--- src/rtl/fir_out_buffer.sv ---
// FIR output FIFO drained over Wishbone; a pushed sample is poppable via DATA one cycle later, ack one cycle after access.
// Backpressure: fir_stall_o while full, overflowing samples dropped (sticky OVF). FIR_OUT_IRQ_EN adds IRQ_EN and irq_o.
module fir_out_buffer #(
    parameter int DATA_WIDTH = 32,
    parameter int DEPTH      = 8
) (
    input  logic                  wb_clk_i,
    input  logic                  wb_rst_i,
    input  logic [DATA_WIDTH-1:0] fir_y_i,
    input  logic                  fir_valid_i,
    input  logic                  fir_done_i,
    output logic                  fir_stall_o,
    input  logic                  wbs_stb_i,
    input  logic                  wbs_cyc_i,
    input  logic                  wbs_we_i,
    input  logic [3:0]            wbs_sel_i,
    input  logic [31:0]           wbs_adr_i,
    input  logic [31:0]           wbs_dat_i,
    output logic [31:0]           wbs_dat_o,
    output logic                  wbs_ack_o,
    output logic                  irq_o
);
    localparam int AW = $clog2(DEPTH);
    localparam int CW = AW + 1;
    localparam logic [CW-1:0] FULL_CNT = CW'(DEPTH);

    localparam logic [7:0] ADR_STATUS = 8'h00;
    localparam logic [7:0] ADR_DATA   = 8'h04;
    localparam logic [7:0] ADR_CTRL   = 8'h08;
    localparam logic [7:0] ADR_LEVEL  = 8'h0C;
    localparam logic [7:0] ADR_IRQ_EN = 8'h10;

    typedef enum logic {WB_IDLE, WB_ACK} wb_state_t;
    wb_state_t wb_state, wb_state_nxt;

    logic [DATA_WIDTH-1:0] mem [DEPTH];
    logic [AW-1:0]         wr_ptr, rd_ptr;
    logic [CW-1:0]         count;
    logic                  ovf, done, udf;
    logic                  empty, full;
    logic [7:0]            reg_adr;
    logic                  access, rd_acc, wr_acc, ctrl_wr;
    logic                  push, pop, drop, flush, udf_set;
    logic                  clr_ovf, clr_done, clr_udf;
    logic [31:0]           rd_val;
    logic                  unused_bits;
`ifdef FIR_OUT_IRQ_EN
    logic                  irq_en;
`endif

    assign reg_adr     = wbs_adr_i[7:0];
    assign unused_bits = ^{wbs_adr_i[31:8], wbs_sel_i[3:1], wbs_dat_i[31:4]};

    assign empty       = (count == '0);
    assign full        = (count == FULL_CNT);
    assign fir_stall_o = full;

    // A bus access takes effect on the edge that moves the FSM from IDLE to ACK.
    assign access  = (wb_state == WB_IDLE) && wbs_stb_i && wbs_cyc_i;
    assign rd_acc  = access && !wbs_we_i;
    assign wr_acc  = access && wbs_we_i && wbs_sel_i[0];
    assign ctrl_wr = wr_acc && (reg_adr == ADR_CTRL);

    assign pop      = rd_acc && (reg_adr == ADR_DATA) && !empty;
    assign udf_set  = rd_acc && (reg_adr == ADR_DATA) && empty;
    assign flush    = ctrl_wr && wbs_dat_i[0];
    assign clr_ovf  = ctrl_wr && wbs_dat_i[1];
    assign clr_done = ctrl_wr && wbs_dat_i[2];
    assign clr_udf  = ctrl_wr && wbs_dat_i[3];

    // A full FIFO still accepts a sample when the head leaves on the same edge; flush discards it.
    assign push = fir_valid_i && (!full || pop) && !flush;
    assign drop = fir_valid_i && full && !pop;

    always_ff @(posedge wb_clk_i) begin
        if (wb_rst_i) begin
            wb_state <= WB_IDLE;
        end else begin
            wb_state <= wb_state_nxt;
        end
    end

    always_comb begin
        wb_state_nxt = wb_state;
        case (wb_state)
            WB_IDLE: if (wbs_stb_i && wbs_cyc_i) wb_state_nxt = WB_ACK;
            WB_ACK:  wb_state_nxt = WB_IDLE;
            default: wb_state_nxt = WB_IDLE;
        endcase
    end

    always_comb begin
        wbs_ack_o = (wb_state == WB_ACK);
    end

    always_ff @(posedge wb_clk_i) begin
        if (wb_rst_i) begin
            wr_ptr <= '0;
            rd_ptr <= '0;
            count  <= '0;
        end else if (flush) begin
            wr_ptr <= '0;
            rd_ptr <= '0;
            count  <= '0;
        end else begin
            if (push) wr_ptr <= wr_ptr + AW'(1);
            if (pop)  rd_ptr <= rd_ptr + AW'(1);
            if (push && !pop) begin
                count <= count + CW'(1);
            end else if (pop && !push) begin
                count <= count - CW'(1);
            end
        end
    end

    always_ff @(posedge wb_clk_i) begin
        if (push) mem[wr_ptr] <= fir_y_i;
    end

    // Set events dominate same-cycle clears.
    always_ff @(posedge wb_clk_i) begin
        if (wb_rst_i) begin
            ovf  <= 1'b0;
            done <= 1'b0;
            udf  <= 1'b0;
        end else begin
            ovf  <= drop       | (ovf  & ~clr_ovf);
            done <= fir_done_i | (done & ~clr_done);
            udf  <= udf_set    | (udf  & ~clr_udf);
        end
    end

    always_comb begin
        rd_val = '0;
        case (reg_adr)
            ADR_STATUS: rd_val = {16'h0, 8'(count), 3'b000, udf, done, ovf, full, empty};
            ADR_DATA:   rd_val = empty ? 32'h0 : 32'(mem[rd_ptr]);
            ADR_LEVEL:  rd_val = 32'(count);
`ifdef FIR_OUT_IRQ_EN
            ADR_IRQ_EN: rd_val = {31'h0, irq_en};
`endif
            default:    rd_val = '0;
        endcase
    end

    always_ff @(posedge wb_clk_i) begin
        if (wb_rst_i) begin
            wbs_dat_o <= '0;
        end else if (access) begin
            wbs_dat_o <= wbs_we_i ? 32'h0 : rd_val;
        end
    end

`ifdef FIR_OUT_IRQ_EN
    always_ff @(posedge wb_clk_i) begin
        if (wb_rst_i) begin
            irq_en <= 1'b0;
            irq_o  <= 1'b0;
        end else begin
            if (wr_acc && (reg_adr == ADR_IRQ_EN)) irq_en <= wbs_dat_i[0];
            irq_o <= irq_en & (done | ovf | ~empty);
        end
    end
`else
    assign irq_o = 1'b0;
`endif

endmodule

--- config.mk ---
export PLATFORM = sky130hd
export DESIGN_NAME = fir_out_buffer
export DESIGN_NICKNAME = d
export VERILOG_FILES = /design/src/rtl/fir_out_buffer.sv
export SDC_FILE = /design/constraint.sdc
export NUM_CORES = 1
export LEC_CHECK = 0
export BUFFER_PORTS_ARGS = -buffer_cell sky130_fd_sc_hd__buf_2
export CAP_MARGIN = 15
export CORE_UTILIZATION = 59
export CTS_CLUSTER_DIAMETER = 50
export CTS_CLUSTER_SIZE = 10
export DETAILED_ROUTE_END_ITERATION = 6
export GPL_TIMING_DRIVEN = 0
export PLACE_DENSITY = 0.81
export SLEW_MARGIN = 30
export SYNTH_ARGS = -nofsm -noshare
export SYNTH_HDL_FRONTEND = slang
export SYNTH_SLANG_ARGS = --single-unit
--- constraint.sdc ---
create_clock -name wb_clk_i -period 10.3 [get_ports wb_clk_i]
set_input_delay 2.06 -clock wb_clk_i [delete_from_list [all_inputs] [get_ports wb_clk_i]]
set_output_delay 2.06 -clock wb_clk_i [all_outputs]
set_load 0.02 [all_outputs]
==> reports/summary.md, run 1 <==
The worst hold path was traced through 2 stages. The first global-routing pass estimated 39500 um of wire. The minimum clock period is 5.02 ns. The number of design-rule violations left by the first detailed-router iteration is 499. The post-synthesis sequential element count was 305. For the starting density of the core, the log shows 0.602. The post-CTS setup buffer count was 0; the net count reported at finish was 898. Setup repair after global routing left no endpoint under its margin. For the number of primary I/O pins, the log shows 142.

The tools report the kind of start point of the critical path as an input pin. The filler cells instantiated in the layout total 1215. When the netlist entered floorplanning its net count stood at 728. The run gives 0.355 as the worst max-slew margin expressed relative to the limit. Number of hold-repair buffers added at the cts stage: 0. The logs give 6569 for the overall via count from detail_route and 615 for the synthesized instance count. The tools report the endpoint of the lowest-slack register-to-register path as count[3]$_SDFFE_PP0P_.

The tree is rooted in a sky130_fd_sc_hd__clkbuf_16. For the number of buffers created by CTS, the log shows 37. The origin of the worst min-delay path is wbs_dat_o[6]$_SDFFE_PP0N_. For the worst-skew pair, the clock arrives at the later sink with an insertion delay of 0.53 ns. The tools report the total clock sinks as 305.

The area share of the leading cell type in the synthesized netlist works out to 0.654. For the Yosys warning count, the log shows 0. Counting stages on the worst path, the most repeated cell is sky130_fd_sc_hd__buf_2. The die extent in x was 143 um. The logs give 0 for the remaining routing DRC violations and 0 for the count of endpoints failing setup in the final report. The register area share after synthesis is 0.737, and the post-synthesis average cell area is 19.1 um2. Dividing the detail-routed wire length by the instance count gives 24.5 um. Hold timing on the final database bottoms out at a slack of 0.456 ns.

The synthesized design contains 256 enable-type register cells. The mapped netlist covers 0.0118 mm2. The worst setup path is captured at a flip-flop. For the final cell count without fillers, the log shows 1080. The tools report the post-detailed-placement half-perimeter wirelength as 16800 um.

The post-route clock period utilization was 0.487. In the synthesized netlist the dominant register cell turns out to be sky130_fd_sc_hd__edfxtp_1. TritonCTS built the clock tree.

The CTS clock-pin slew for the worst setup and hold paths is 0.05 ns, and the maximum level of the CTS H-tree is 2. The post-placement cell count was 1011. The number of antenna violations at the first check in global routing is 1. The maximum VDD drop is 0.138 mV. The clock arrives with 0.0184 ns of skew. The logs give 199 MHz for the highest clock rate and 51 for the unique cell type count in the Yosys netlist. The pre-antenna-repair detailed-routing pass consisted of 5 iterations. Max-cap violations in this run came to 0. The commonest cells after synthesis are sky130_fd_sc_hd__edfxtp_1, sky130_fd_sc_hd__mux4_2, sky130_fd_sc_hd__dfxtp_1. The total global routing track utilization is 0.275, and the final core utilization is 0.717. The residual antenna-violating net count after detailed routing was 0.

The run finished with clean final reports. Entering global routing, the biggest net connects 18 pins. On the critical path, the stage with the largest delay is an instance of sky130_fd_sc_hd__nor4b_2. The logic depth of the worst register-to-register path is 11. Detailed-route vias per instance: 6.08. The transition time of the tightest slew-check pin was 0.965 ns; the number of hold violations in the final report was 0. The total power divided by cell area came out at 196 mW/mm2. Class of the tightest hold or removal check: reg2reg. The critical path goes through buf_2, nor4_1, and4_1, o21ai_0, nor4b_2, buf_4, buf_4, buf_2, buf_2, buf_2, buf_2.

The number of global-route vias before repair was 6750. The static power due to leakage was 4.75 nW; the maximum net fanout on the critical path was 5. The floorplan step defined a die boundary enclosing 0.0205 mm2. On the worst path, the slowest cell contributes a delay of 0.64 ns. For the critical path required time, the log shows 10.53 ns. The reg2reg setup slack was 6.58 ns; the post-cts sizing count was 0. Vertical extent of the die: 143 um.

STA puts the critical path data arrival time at 5.25 ns. The cell type with the highest aggregate area in the netlist was sky130_fd_sc_hd__edfxtp_1. The share of async-settable or async-resettable flops after synthesis was 0. By area the synthesized netlist is led by sky130_fd_sc_hd__edfxtp_1, sky130_fd_sc_hd__mux4_2, sky130_fd_sc_hd__dfxtp_1. The path with the worst hold slack has its endpoint at wbs_dat_o[6]$_SDFFE_PP0N_. The relative area change from synthesis to final layout works out to 19.0%. Yosys instantiated no cell more often than sky130_fd_sc_hd__edfxtp_1. The proportion of layout cells with a drive suffix above 1 was 0.356; the number of input and output port buffers inserted was 84. The tools report the launch point of the worst reg-to-reg path as count[0]$_SDFFE_PP0P_. The routed design has 26400 um of wire.

The category of the most critical setup path is in2reg. The core region is 0.0195 mm2. The design draws 0.00274 W. For the last weighted congestion value of the routability-driven placer, the log shows 0.867. The floorplan has 51 rows. Counting along the longest clock path gives a buffer depth of 3.

For this run the aggregate overflow at the end of global routing stands at 0. For the max-slew violation count, the log shows 0.
worst max-delay path: cells and delay by family:
kind                   cells  cell delay [ns]
buffers and inverters      7             1.29
and+or+nand+nor            3             1.58
AOI/OAI and AO/OA          1             0.31
registers in the layout, summed over array words and instances, names as in the netlist, named ones only:
signal	flops
count	4
done	1
mem	256
ovf	1
rd_ptr	3
udf	1
wbs_ack_o	1
wbs_dat_o	32
wr_ptr	3
through the flow:
stage	setup TNS, ns	area, um2	setup slack (ns)
after floorplan	0	11800	3.40
after global routing	0	14000	5.13
final	0	14000	5.28
after global placement	-17.54	12500	-0.468
after CTS	0	14000	5.30
after detailed placement	0	12900	4.81
worst max path at each step:
stage,start,to,slack (ns),cells past startpoint
6_report,wbs_adr_i[1],mem[1][21]$_DFFE_PP_,5.28,11
3_5_place_dp,wbs_adr_i[1],mem[1][21]$_DFFE_PP_,4.81,11
3_3_place_gp,wbs_adr_i[1],mem[1][21]$_DFFE_PP_,-0.47,5
2_1_floorplan,wbs_adr_i[1],mem[1][0]$_DFFE_PP_,3.40,4
4_1_cts,wbs_adr_i[1],mem[1][24]$_DFFE_PP_,5.30,11
5_1_grt,wbs_adr_i[1],mem[1][21]$_DFFE_PP_,5.13,11
area by class of cell:
class | count | area (um2) | area share
multi-input cells | 270 | 2940 | 0.210
clock inverters | 5 | 57.6 | 0.00411
flip-flops and latches | 305 | 8670 | 0.619
inverters | 8 | 30.0 | 0.00215
diodes | 1 | 2.50 | 0.000179
well taps | 265 | 332 | 0.0237
repair buffers | 131 | 761 | 0.0543
plain buffers | 32 | 173 | 0.0123
clock buffers | 63 | 1030 | 0.0738
report_power, final:
| group | switching (W) | internal, W |
|---|---|---|
| Combinational | 0.000105 | 0.0000706 |
| Sequential | 0.0000232 | 0.00139 |
| Clock | 0.000470 | 0.000686 |
| Total | 0.000598 | 0.00215 |
cells in the final DEF (no fill, tap or decap), types with 20 or more instances in the layout:
cell type and instances:
sky130_fd_sc_hd__clkbuf_16 37, sky130_fd_sc_hd__clkbuf_1 39, sky130_fd_sc_hd__nand2_1 29, sky130_fd_sc_hd__buf_2 106, sky130_fd_sc_hd__mux2i_1 31, sky130_fd_sc_hd__buf_4 24
sky130_fd_sc_hd__o21ai_2 20, sky130_fd_sc_hd__mux4_2 64, sky130_fd_sc_hd__dfxtp_1 49, sky130_fd_sc_hd__edfxtp_1 256
routing by layer:
metal  global-route usage  vias to the layer above  wire, um
met5                    0                        -         0
met4               0.0973                        0       764
met3               0.0577                       58      2080
met2                0.475                      336     13800
met1                0.345                     3338      9810
li1                     -                     2837         -
kinds of logic after synthesis:
kind of cell | after synthesis | synth area share
flip-flops | 305 | 0.737
adder cells (fa/ha/maj) | 6 | 0.00702
AND/OR/NAND/NOR | 96 | 0.0459
AO/OA/AOI/OAI | 65 | 0.0378
buffers and inverters | 40 | 0.0168
XOR/XNOR | 2 | 0.00149
multiplexers | 100 | 0.154
other | 1 | 0.000319
(Power assumes the default switching activity.)
==> inputs of run 2 (changes only) <==
--- a/config.mk
+++ b/config.mk
@@ -5,14 +5,15 @@
 export SDC_FILE = /design/constraint.sdc
 export NUM_CORES = 1
 export LEC_CHECK = 0
+export ABC_AREA = 1
 export BUFFER_PORTS_ARGS = -buffer_cell sky130_fd_sc_hd__buf_2
 export CAP_MARGIN = 15
-export CORE_UTILIZATION = 59
+export CORE_UTILIZATION = 53
 export CTS_CLUSTER_DIAMETER = 50
 export CTS_CLUSTER_SIZE = 10
 export DETAILED_ROUTE_END_ITERATION = 6
 export GPL_TIMING_DRIVEN = 0
-export PLACE_DENSITY = 0.81
+export PLACE_DENSITY = 0.76
 export SLEW_MARGIN = 30
 export SYNTH_ARGS = -nofsm -noshare
 export SYNTH_HDL_FRONTEND = slang
==> constraint.sdc (replaced) <==
create_clock -name wb_clk_i -period 4.33 [get_ports wb_clk_i]
set_input_delay 0.866 -clock wb_clk_i [delete_from_list [all_inputs] [get_ports wb_clk_i]]
set_output_delay 0.866 -clock wb_clk_i [all_outputs]
set_load 0.02 [all_outputs]
==> reports/summary.md, run 2 <==
The run finished with clean final reports. The post-detailed-placement half-perimeter wirelength was 20800 um (was 16800 um); the critical path required time was 4.52 ns (was 10.53 ns). Cell type with the highest aggregate area in the netlist: sky130_fd_sc_hd__edfxtp_1 (unchanged). The logs give 8741 (was 6750) for the number of global-route vias before repair and 0.544 (was 0.602) for the starting density of the core. For the clock latency on the worst-skew pair, the log shows 0.51 ns (was 0.53 ns). The tools report the number of placement rows as 55 (was 51).

The run gives 48700 um (was 39500 um) as the global-route wire length before repair. Leading cell types in the layout, fill and taps excluded: sky130_fd_sc_hd__edfxtp_1, sky130_fd_sc_hd__nor2_1, sky130_fd_sc_hd__nand2_1 (was sky130_fd_sc_hd__edfxtp_1, sky130_fd_sc_hd__buf_2, sky130_fd_sc_hd__mux4_2). The last weighted congestion value of the routability-driven placer was 0.821 (was 0.867); the aggregate global routing overflow was 0 (unchanged). The transition time of the tightest slew-check pin is 0.917 ns (was 0.965 ns), and the number of hold-repair buffers added at the cts stage is 0 (unchanged). The post-placement cell count is 1522 (was 1011). Number of input and output port buffers inserted: 84 (unchanged). The worst-path cell with the longest stage delay was sky130_fd_sc_hd__nor2_4 (was sky130_fd_sc_hd__nor4b_2). The most common cell after layout, fill and taps aside is sky130_fd_sc_hd__edfxtp_1 (unchanged). The routed design could run at a clock period as short as 2.86 ns. The total negative slack for setup checks is 0 ns (unchanged). The overall via count from detail_route is 9032 (was 6569).

The fraction of the mapped netlist area in compound gates was 0.0832 (was 0.0378). The post-synthesis sequential element count was 305 (unchanged). Cell seen most often among critical-path stages: sky130_fd_sc_hd__nor2_4 (was sky130_fd_sc_hd__buf_2). The static power due to leakage was 5.55 nW (was 4.75 nW); the XOR/XNOR share of the synthesized area was 0.00353 (was 0.00149). The number of flops mapped to enable cells by yosys is 256 (unchanged). The total global routing track utilization is 0.274 (was 0.275).

The residual antenna-violating net count after detailed routing came out at 0 (unchanged). The category of the most critical setup path was in2reg (unchanged). Top Registers: mem: 256 flops, wbs_dat_o: 32 flops, count: 4 flops (unchanged).

The dominant cell by count in the synthesized netlist is sky130_fd_sc_hd__edfxtp_1 (unchanged). Maximum buffer depth of the clock tree: 3 (unchanged). The run gives 1.47 ns (was 5.28 ns) as the final worst slack. The area of the die was 0.0240 mm2 (was 0.0205 mm2); the max-cap violation count was 0 (unchanged). The CTS clock-pin slew for the worst setup and hold paths was 0.05 ns (about the same); the number of hold violations in the final report was 0 (unchanged). The share of synthesized cell area in and, or, nand and nor gates came out at 0.152 (was 0.0459).

The post-cts sizing count was 0 (unchanged). The setup slack after placement was 0.977 ns (was 4.81 ns); the synthesized instance count was 1098 (was 615). The number of design-rule violations left by the first detailed-router iteration is 1046 (was 499). Share of async-settable or async-resettable flops after synthesis: 0 (unchanged).

The run gives 31 (was 51) as the unique cell type count in the Yosys netlist. The main combinational cell family by area after synthesis is simple AND/OR/NAND/NOR gates (was multiplexers). The top flip-flop cell by instance count after synthesis is sky130_fd_sc_hd__edfxtp_1 (unchanged).

The post-synthesis adder-cell area fraction was 0.00666 (was 0.00702); the length of the first detailed-routing pass in iterations was 6 (was 5). The wire length per cell after detailed routing is 20.3 um (was 24.5 um). The relative area change from synthesis to final layout is 18.1% (was 19.0%), and the area of all placed cells without fillers is 0.0146 mm2 (was 0.0140 mm2). The proportion of layout cells with a drive suffix above 1 was 0.158 (was 0.356). The maximum net fanout on the critical path came out at 18 (was 5).

The tools report the maximum level of the CTS H-tree as 2 (unchanged). Top register by number of flip-flops: mem (unchanged). The post-synthesis average cell area works out to 11.3 um2 (was 19.1 um2).

The count of endpoints failing setup in the final report came out at 0 (unchanged). The wire length reported by the detailed router was 32100 um (was 26400 um). Register area share after synthesis: 0.700 (was 0.737). The kind of start point of the critical path is an input pin (unchanged). The tools report the maximum number of pins on one net before global-route repair as 19 (was 18). Top area cells in the synthesized netlist: sky130_fd_sc_hd__edfxtp_1, sky130_fd_sc_hd__dfxtp_1, sky130_fd_sc_hd__nor2_1 (was sky130_fd_sc_hd__edfxtp_1, sky130_fd_sc_hd__mux4_2, sky130_fd_sc_hd__dfxtp_1). The post-route clock period utilization is 0.661. The class of the tightest hold or removal check is reg2reg (unchanged). Cells along the critical path: buf_2, nand3b_4, nor2_4, nand2_4, nand2_1, nand4_1, nor2_4, buf_16 (was buf_2, nor4_1, and4_1, o21ai_0, nor4b_2, buf_4, buf_4, buf_2, buf_2, buf_2, buf_2). The net count reported at finish came out at 1360 (was 898). The post-synth design cell area came out at 0.0124 mm2 (was 0.0118 mm2).

Setup repair after global routing left no endpoint under its margin. The vertical extent of the die works out to 155 um (was 143 um). The max-slew violation count was 0 (unchanged).

The stage delay of the slowest cell on the critical path is 0.73 ns (was 0.64 ns), and the number of flip-flops in the largest register is 256 (unchanged). The tools report the worst max-slew margin expressed relative to the limit as 0.389 (was 0.355). The area of the core region was 0.0228 mm2 (was 0.0195 mm2); the remaining routing DRC violations was 0 (unchanged). The highest clock rate is 349 MHz, and the die extent in x is 155 um (was 143 um).

The arrival time at the worst endpoint came out at 3.05 ns (was 5.25 ns). The logs give 1599 (was 1215) for the number of inserted filler cells in the final layout and 0.363 mV (was 0.138 mV) for the maximum VDD drop. Post-CTS setup buffer count: 0 (unchanged). The detailed-route vias per instance works out to 5.70 (was 6.08).

The tools report the kind of end point of the critical path as a flip-flop (unchanged). The run gives 1211 (was 728) as the net count after synthesis. The clock root buffer is sky130_fd_sc_hd__clkbuf_16 (unchanged). Ranking of synthesized cells by instance count: sky130_fd_sc_hd__edfxtp_1, sky130_fd_sc_hd__nor2_1, sky130_fd_sc_hd__nand2_1 (was sky130_fd_sc_hd__edfxtp_1, sky130_fd_sc_hd__mux4_2, sky130_fd_sc_hd__dfxtp_1). The worst setup skew after layout came out at 0.0228 ns (was 0.0184 ns). The total power divided by cell area works out to 436 mW/mm2 (was 196 mW/mm2). The run gives 2 (was 1) as the number of antenna violations at the first check in global routing. The number of buffers created by CTS came out at 36 (was 37). For the total clock sinks, the log shows 305 (unchanged).

Number of primary I/O pins: 142 (unchanged). The tools report the final cell count without fillers as 1585 (was 1080). Area share of the leading cell type in the synthesized netlist: 0.620 (was 0.654). The fraction of synthesized area in multiplexers is 0 (was 0.154). For the Yosys warning count, the log shows 0 (unchanged).

TritonCTS built the clock tree. For the post-detailed-placement cell area, the log shows 0.0136 mm2 (was 0.0129 mm2).
[run 2: cell types whose count changed after synthesis, moves of 18 or more]
cell / delta
sky130_fd_sc_hd__nand3_1: +92
sky130_fd_sc_hd__mux2i_1: -31
sky130_fd_sc_hd__o211ai_1: +46
sky130_fd_sc_hd__o21ai_0: +70
sky130_fd_sc_hd__a21oi_1: +28
sky130_fd_sc_hd__clkbuf_1: +18
sky130_fd_sc_hd__o21ai_2: -20
sky130_fd_sc_hd__nand2_1: +129
sky130_fd_sc_hd__inv_1: +87
sky130_fd_sc_hd__nor2_1: +152
sky130_fd_sc_hd__mux4_2: -64
[run 2: per-stage QoR]
stage	total power [W]	utilization	hold WS (ns)
after CTS	0.00640	0.643	0.455
after floorplan	0.00359	-	0.433
final	0.00639	0.643	0.459
after detailed placement	0.00377	0.598	0.455
after global placement	0.00371	0.580	0.446
after global routing	0.00656	0.643	0.483
[run 2: cell families after synthesis]
group / count (synthesis)
simple gates: 442
fa+ha+maj: 6
xor+xnor: 5
buf+inv: 157
compound gates: 182
flops: 305
other cells: 1
[run 2: cell type report]
cell class | instances | area [um2] | area share
Inverter | 98 | 368 | 0.0251
Timing Repair Buffer | 111 | 782 | 0.0534
Clock inverter | 1 | 5.00 | 0.000342
Buffer | 59 | 305 | 0.0209
Tap cell | 313 | 392 | 0.0268
Sequential cell | 305 | 8670 | 0.592
Multi-Input combinational cell | 636 | 3100 | 0.212
Clock buffer | 61 | 1020 | 0.0694
Antenna cell | 1 | 2.50 | 0.000171
[run 2: worst max-delay path, delay by kind of cell]
family                 cells  cell delay, ns
AND/OR/NAND/NOR            6            1.80
buffers and inverters      2            0.36
[run 2: layer usage]
metal  global-route usage  wire length (um)  up-vias
met4                0.122              1230        2
met2                0.455             15400      568
met5                    0                10        -
met3               0.0526              3440       97
li1                     -                 -     4096
met1                0.353             12000     4269
[run 2: final timing paths]
check                                     to  cells after the start  slack, ns                        from
setup / recovery         mem[6][9]$_DFFE_PP_                      8       1.47                   wbs_cyc_i
hold / removal    wbs_dat_o[15]$_SDFFE_PP0N_                      2       0.46  wbs_dat_o[15]$_SDFFE_PP0N_
setup reg to reg         mem[6][9]$_DFFE_PP_                      7       1.55        wbs_ack_o$_SDFF_PP0_
hold reg to reg   wbs_dat_o[15]$_SDFFE_PP0N_                      2       0.46  wbs_dat_o[15]$_SDFFE_PP0N_
[run 2: power by group]
group / internal (W) / total [W] / switching, W
logic: 0.000132 / 0.000392 / 0.000261
registers: 0.00329 / 0.00333 / 0.0000334
clock network: 0.00158 / 0.00267 / 0.00108
total: 0.00501 / 0.00639 / 0.00138
